===== src/rtl/fetch_ctrl.sv =====
// fetch_ctrl: fetch-stage controller. Owns the fetch PC, resolves redirects
// (exception > eret > branch > jr > jump), keeps at most one instruction-bus
// request in flight and holds one fetched instruction for decode.
// Optional feature macro: FETCH_ADEL_EN -- a misaligned fetch PC raises an
// address-error entry in the output buffer instead of issuing a bus request.
module fetch_ctrl #(
  parameter logic [31:0] RESET_PC = 32'hbfc0_0000
) (
  input  logic        clk,
  input  logic        reset,
  input  logic        exception_valid,
  input  logic [31:0] pcexception,
  input  logic        is_eret,
  input  logic [31:0] pc_eret,
  input  logic        branch_taken,
  input  logic [31:0] pcbranch,
  input  logic        is_jr,
  input  logic [31:0] pcjr,
  input  logic        is_jump,
  input  logic [31:0] pcjump,
  output logic        ireq_valid,
  output logic [31:0] ireq_addr,
  input  logic        ireq_ready,
  input  logic        iresp_valid,
  input  logic [31:0] iresp_data,
  output logic        f_valid,
  output logic [31:0] f_pc,
  output logic [31:0] f_instr,
  output logic        f_adel,
  input  logic        d_ready
);

  typedef enum logic [1:0] {
    S_REQ  = 2'd0,  // issuing a request
    S_WAIT = 2'd1,  // one request outstanding, response wanted
    S_DROP = 2'd2   // one request outstanding, response is wrong-path
  } state_t;

  state_t      state_reg, state_next;
  logic [31:0] pc_reg, pc_next;
  logic [31:0] ipc_reg;
  logic        f_valid_reg, f_valid_next;
  logic [31:0] f_pc_reg;
  logic [31:0] f_instr_reg;

  logic        flush;
  logic        redirect;
  logic [31:0] target;
  logic        buf_free;
  logic        adel_stall;
  logic        handshake;
  logic        load_resp;
  logic        load_adel;

  // Redirect resolution: flush class clears state, any redirect loads pc.
  always_comb begin
    flush    = exception_valid || is_eret;
    redirect = flush || branch_taken || is_jr || is_jump;
    if (exception_valid)   target = pcexception;
    else if (is_eret)      target = pc_eret;
    else if (branch_taken) target = pcbranch;
    else if (is_jr)        target = pcjr;
    else                   target = pcjump;
  end

  // The buffer can accept a new entry once it is empty or draining this cycle.
  assign buf_free = !f_valid_reg || d_ready;

`ifdef FETCH_ADEL_EN
  assign adel_stall = (pc_reg[1:0] != 2'b00);
`else
  assign adel_stall = 1'b0;
`endif

  // Next-state and request logic for the request/wait/drop sequencer.
  always_comb begin
    state_next = state_reg;
    ireq_valid = 1'b0;
    handshake  = 1'b0;
    load_resp  = 1'b0;
    load_adel  = 1'b0;
    case (state_reg)
      S_REQ: begin
        if (adel_stall) begin
          // Misaligned pc: report the fault through the buffer, no bus traffic.
          load_adel = buf_free && !flush;
        end else begin
          ireq_valid = buf_free;
          if (buf_free && ireq_ready) begin
            handshake  = 1'b1;
            state_next = flush ? S_DROP : S_WAIT;
          end
        end
      end
      S_WAIT: begin
        if (iresp_valid) begin
          // A flush coinciding with the response discards it.
          load_resp  = !flush;
          state_next = S_REQ;
        end else if (flush) begin
          state_next = S_DROP;
        end
      end
      S_DROP: begin
        if (iresp_valid) state_next = S_REQ;
      end
      default: state_next = S_REQ;
    endcase

    if (redirect)       pc_next = target;
    else if (handshake) pc_next = pc_reg + 32'd4;
    else                pc_next = pc_reg;

    if (flush)                        f_valid_next = 1'b0;
    else if (load_resp || load_adel)  f_valid_next = 1'b1;
    else if (d_ready)                 f_valid_next = 1'b0;
    else                              f_valid_next = f_valid_reg;
  end

  assign ireq_addr = pc_reg;

  // State, pc and in-flight request PC registers.
  always_ff @(posedge clk) begin
    if (reset) begin
      state_reg <= S_REQ;
      pc_reg    <= RESET_PC;
      ipc_reg   <= 32'h0;
    end else begin
      state_reg <= state_next;
      pc_reg    <= pc_next;
      if (handshake) ipc_reg <= pc_reg;
    end
  end

  // Output buffer: filled by a response or a fetch fault, drained by decode.
  always_ff @(posedge clk) begin
    if (reset) begin
      f_valid_reg <= 1'b0;
      f_pc_reg    <= 32'h0;
      f_instr_reg <= 32'h0;
    end else begin
      f_valid_reg <= f_valid_next;
      if (load_resp) begin
        f_pc_reg    <= ipc_reg;
        f_instr_reg <= iresp_data;
      end else if (load_adel) begin
        f_pc_reg    <= pc_reg;
        f_instr_reg <= 32'h0;
      end
    end
  end

`ifdef FETCH_ADEL_EN
  logic f_adel_reg;

  // Fault flag travels with the buffered entry.
  always_ff @(posedge clk) begin
    if (reset) begin
      f_adel_reg <= 1'b0;
    end else if (flush) begin
      f_adel_reg <= 1'b0;
    end else if (load_resp) begin
      f_adel_reg <= 1'b0;
    end else if (load_adel) begin
      f_adel_reg <= 1'b1;
    end
  end

  assign f_adel = f_adel_reg;
`else
  assign f_adel = 1'b0;
`endif

  assign f_valid = f_valid_reg;
  assign f_pc    = f_pc_reg;
  assign f_instr = f_instr_reg;

endmodule


===== config.mk =====
export PLATFORM = sky130hd
export DESIGN_NAME = fetch_ctrl
export DESIGN_NICKNAME = d
export VERILOG_FILES = /design/src/rtl/fetch_ctrl.sv
export SDC_FILE = /design/constraint.sdc
export NUM_CORES = 1
export LEC_CHECK = 0
export BUFFER_PORTS_ARGS = -buffer_cell sky130_fd_sc_hd__buf_2
export CORE_AREA = 2 2 116 118
export CTS_CLUSTER_SIZE = 8
export DETAILED_ROUTE_END_ITERATION = 12
export DIE_AREA = 0 0 118 120
export GPL_TIMING_DRIVEN = 0
export PLACE_DENSITY = 0.85
export SLEW_MARGIN = 0
export SYNTH_ARGS = -nofsm -noshare
export SYNTH_HDL_FRONTEND = slang
export SYNTH_SLANG_ARGS = --single-unit

===== constraint.sdc =====
create_clock -name clk -period 4.4 [get_ports clk]
set_input_delay 0.88 -clock clk [delete_from_list [all_inputs] [get_ports clk]]
set_output_delay 0.88 -clock clk [all_outputs]
set_load 0.005 [all_outputs]

==> summary.txt <==
Place
  – Placed cells: 1286
  – Placer's final routability congestion estimate: 0.936
  – Hpwl dp: 17100 µm
  – Post-DP Area: 8130 µm²
  – Buffers on Ports: 297

Finish
  – Layout cells sized above 1: about a third
  – Finished Layout Cells: 1317
  – Nets@finish: 1332
  – Post-layout util: around 67%
  – Final instance area: just under 9000 µm²
  – ANT cells: 0
  – Synth-to-layout area growth: 35.3%

Timing
  – Hold Fails Final Rpt: 0
  – Worst hold slack: 0.447 ns
  – F_max: around 400 MHz
  – Final Max Slew Viols: 0
  – Setup violators final: 0
  – Final Cycle Share: 56.9%
  – Relative slew slack: 40.4%
  – Clock skew: 0.0154 ns
  – Post-layout min period: about 2.5 ns
  – Slew @ Worst Pin: ~0.9 ns
  – TNS Setup: 0 ns
  – RSZ-0062 raised after global routing: no

Clock network
  – CTS sink cnt: about 130
  – CTS max path bufs: 2
  – CTS Hold Bufs: 0
  – H-tree depth: 4
  – PostCTS Resize Cnt: 0
  – CTS tree: done
  – Clk_lat worst skew: 0.41 ns
  – Setup Buffers After CTS: 0
  – Reg clk slew, reported paths: ~0.05 ns
  – Root buf cell: clkbuf_16
  – Num CTS Buffers: 17

Floorplan
  – Die Wd: 118 µm
  – Initial Util: 49.5%
  – Total Die Area: 14200 µm²
  – Core area: 13000 µm²
  – Die Ht: 120 µm
  – # rows: 42
  – Number of I/O pins: 301

Power
  – Comb power frac: 13.2%
  – Peak VDD IR: around 0.26 mV
  – Switch Pwr: 734 µW
  – Switching Share: 24.3%
  – Sequential Power Share: 42.4%
  – Pwr Density: roughly 350 nW/µm²
  – Pint: 2.29 mW
  – Pleak: 3.75 nW
  – Clock network power share: 44.4%

Critical path
  – Startpoint Class: input pin
  – Crit Path Class: input pin to primary output
  – Worst Path Arrival: approximately 1.6 ns
  – Reg2reg end: f_pc[30]
  – Critical path peak fanout: 7
  – Required time worst endpoint: 3.52 ns
  – Worst reg2reg path depth: 5
  – R2r setup slk: ~2.3 ns
  – RR Startpoint: state_reg[1]
  – Crit end category: primary output

Drt
  – Post-Route WL: 21600 µm
  – Detailed-route via count: 7104
  – 1st-iter DRT viols: 554
  – Drt pass-1 iters: 5
  – ANT nets after route: 0
  – Vias/cell: around 5.4
  – DRC viols: 0
  – Drt wl/cell: 16.4 µm

Logic synthesis
  – Post-synthesis adder-cell area fraction: less than 1%
  – EDFF count, synth: 0
  – Top post-synthesis cells by count: nand2_1 (233), dfxtp_1 (131), a21oi_1 (120)
  – XOR/XNOR share of the synthesized area: 3.68%
  – Syn nets: slightly above 1000
  – Mean Syn Cell Area: around 8 µm²
  – Sequential share of the synthesized area: 40.8%
  – Most common cell in the netlist: nand2_1
  – Area contributors post-synth: dfxtp_1 (41%), nand2_1 (14%), a21oi_1 (9.3%)
  – Main synth FF type: dfxtp_1
  – Synth Instances: 813
  – Yosys top cell area share: 40.8%
  – Synth Area in Compound Gates: 18.2%
  – Post-synthesis simple-gate area fraction: 22.4%
  – Mux contribution to synthesized area: 9.40%
  – Mapped Area: between 6000 and 7000 µm²
  – Asr flop ratio synth: 0%
  – Netlist cell types: 51
  – Yosys warning count: 0
  – Largest family of logic cells by synthesized area: simple AND/OR/NAND/NOR gates
  – Synthesis-stage register bit count: around 130
  – Area leader, netlist: dfxtp_1

Flow run
  – Max-Cap Viols: 0

Min path
  – Hold Path Class: flop to flop
  – HP Start: ipc_reg[22]
  – WHS Path Cells: 2
  – Hold Crit Endpoint: f_pc[22]

GRT
  – Initial antenna violation count: 0
  – Via count of the first global-routing pass: 6771
  – Gr ovfl total: 0
  – Pin count of the biggest net entering global routing: 17
  – Total Routing Usage GR: 30.1%
  – Global-route wire length before repair: 33800 µm

Run status
  – Outcome: finished clean
[layer usage]
layer  global-route usage (%)  vias to the layer above  part of all wire, %
li1                         -                     3457                    -
met1                     34.4                     3212                   39
met2                     53.7                      387                   50
met3                     6.32                       48                  7.5
met4                     13.8                        0                  3.6
met5                        0                        -                    0
[power by group through the flow]
stage	logic (mW)	clock network (mW)	registers, mW
2_1_floorplan	0.207	0	1.29
3_3_place_gp	0.385	0	1.30
3_5_place_dp	0.392	0	1.31
4_1_cts	0.395	1.36	1.28
5_1_grt	0.432	1.42	1.29
6_report	0.399	1.34	1.28
[area by class of cell]
cell class              instances  area, µm²
well taps                     176        220
fillers                      1141       4280
plain buffers                  66        298
clock buffers                  26        489
flip-flops and latches        131       2620
multi-input cells             606       3470
inverters                      10       37.5
repair buffers                297       1490
clock inverters                 5       75.1
[cells by family (layout without fill, tap and decap cells)]
group | after synthesis | after routing
AO/OA/AOI/OAI | 203 | 203
XOR/XNOR | 27 | 27
adder cells (fa/ha/maj) | 1 | 1
buffers and inverters | 76 | 404
flip-flops | 131 | 131
multiplexers | 58 | 58
other | 1 | 1
AND/OR/NAND/NOR | 316 | 316
[critical path: stages]
cell and delay, ns:
buf_2 0.07, nand2b_1 0.08, clkbuf_1 0.26, and2_1 0.21
buf_2 0.12
[cell usage in the layout, fill, tap and decap left out, drive strengths merged, types with 11 or more instances in the layout]
master | synthesis | routed
a21oi | 120 | 120
buf | 22 | 319
clkbuf | 44 | 70
dfxtp | 131 | 131
mux2 | 19 | 19
mux2i | 39 | 39
nand2 | 233 | 233
nand3 | 15 | 15
nor2 | 16 | 16
nor3 | 11 | 11
nor4 | 11 | 11
o21ai | 39 | 39
o221ai | 13 | 13
xnor2 | 23 | 23
[per-stage QoR]
step           worst slack [ns]  power, mW
6_report                   1.90       3.03
5_1_grt                    1.86       3.14
4_1_cts                    1.90       3.04
3_5_place_dp               1.60       1.70
3_3_place_gp               1.68       1.69
2_1_floorplan              2.11       1.50
[worst max-delay path by stage]
stage | from | endpoint | slack (ns) | depth (start not counted)
after floorplan | is_jr | ireq_addr[14] | 2.11 | 6
after global placement | exception_valid | f_pc[30] | 1.68 | 6
after detailed placement | exception_valid | f_pc[30] | 1.60 | 6
after CTS | d_ready | ireq_valid | 1.90 | 5
after global routing | d_ready | ireq_valid | 1.86 | 5
final | d_ready | ireq_valid | 1.90 | 5
Power figures use the tool's default switching activity.
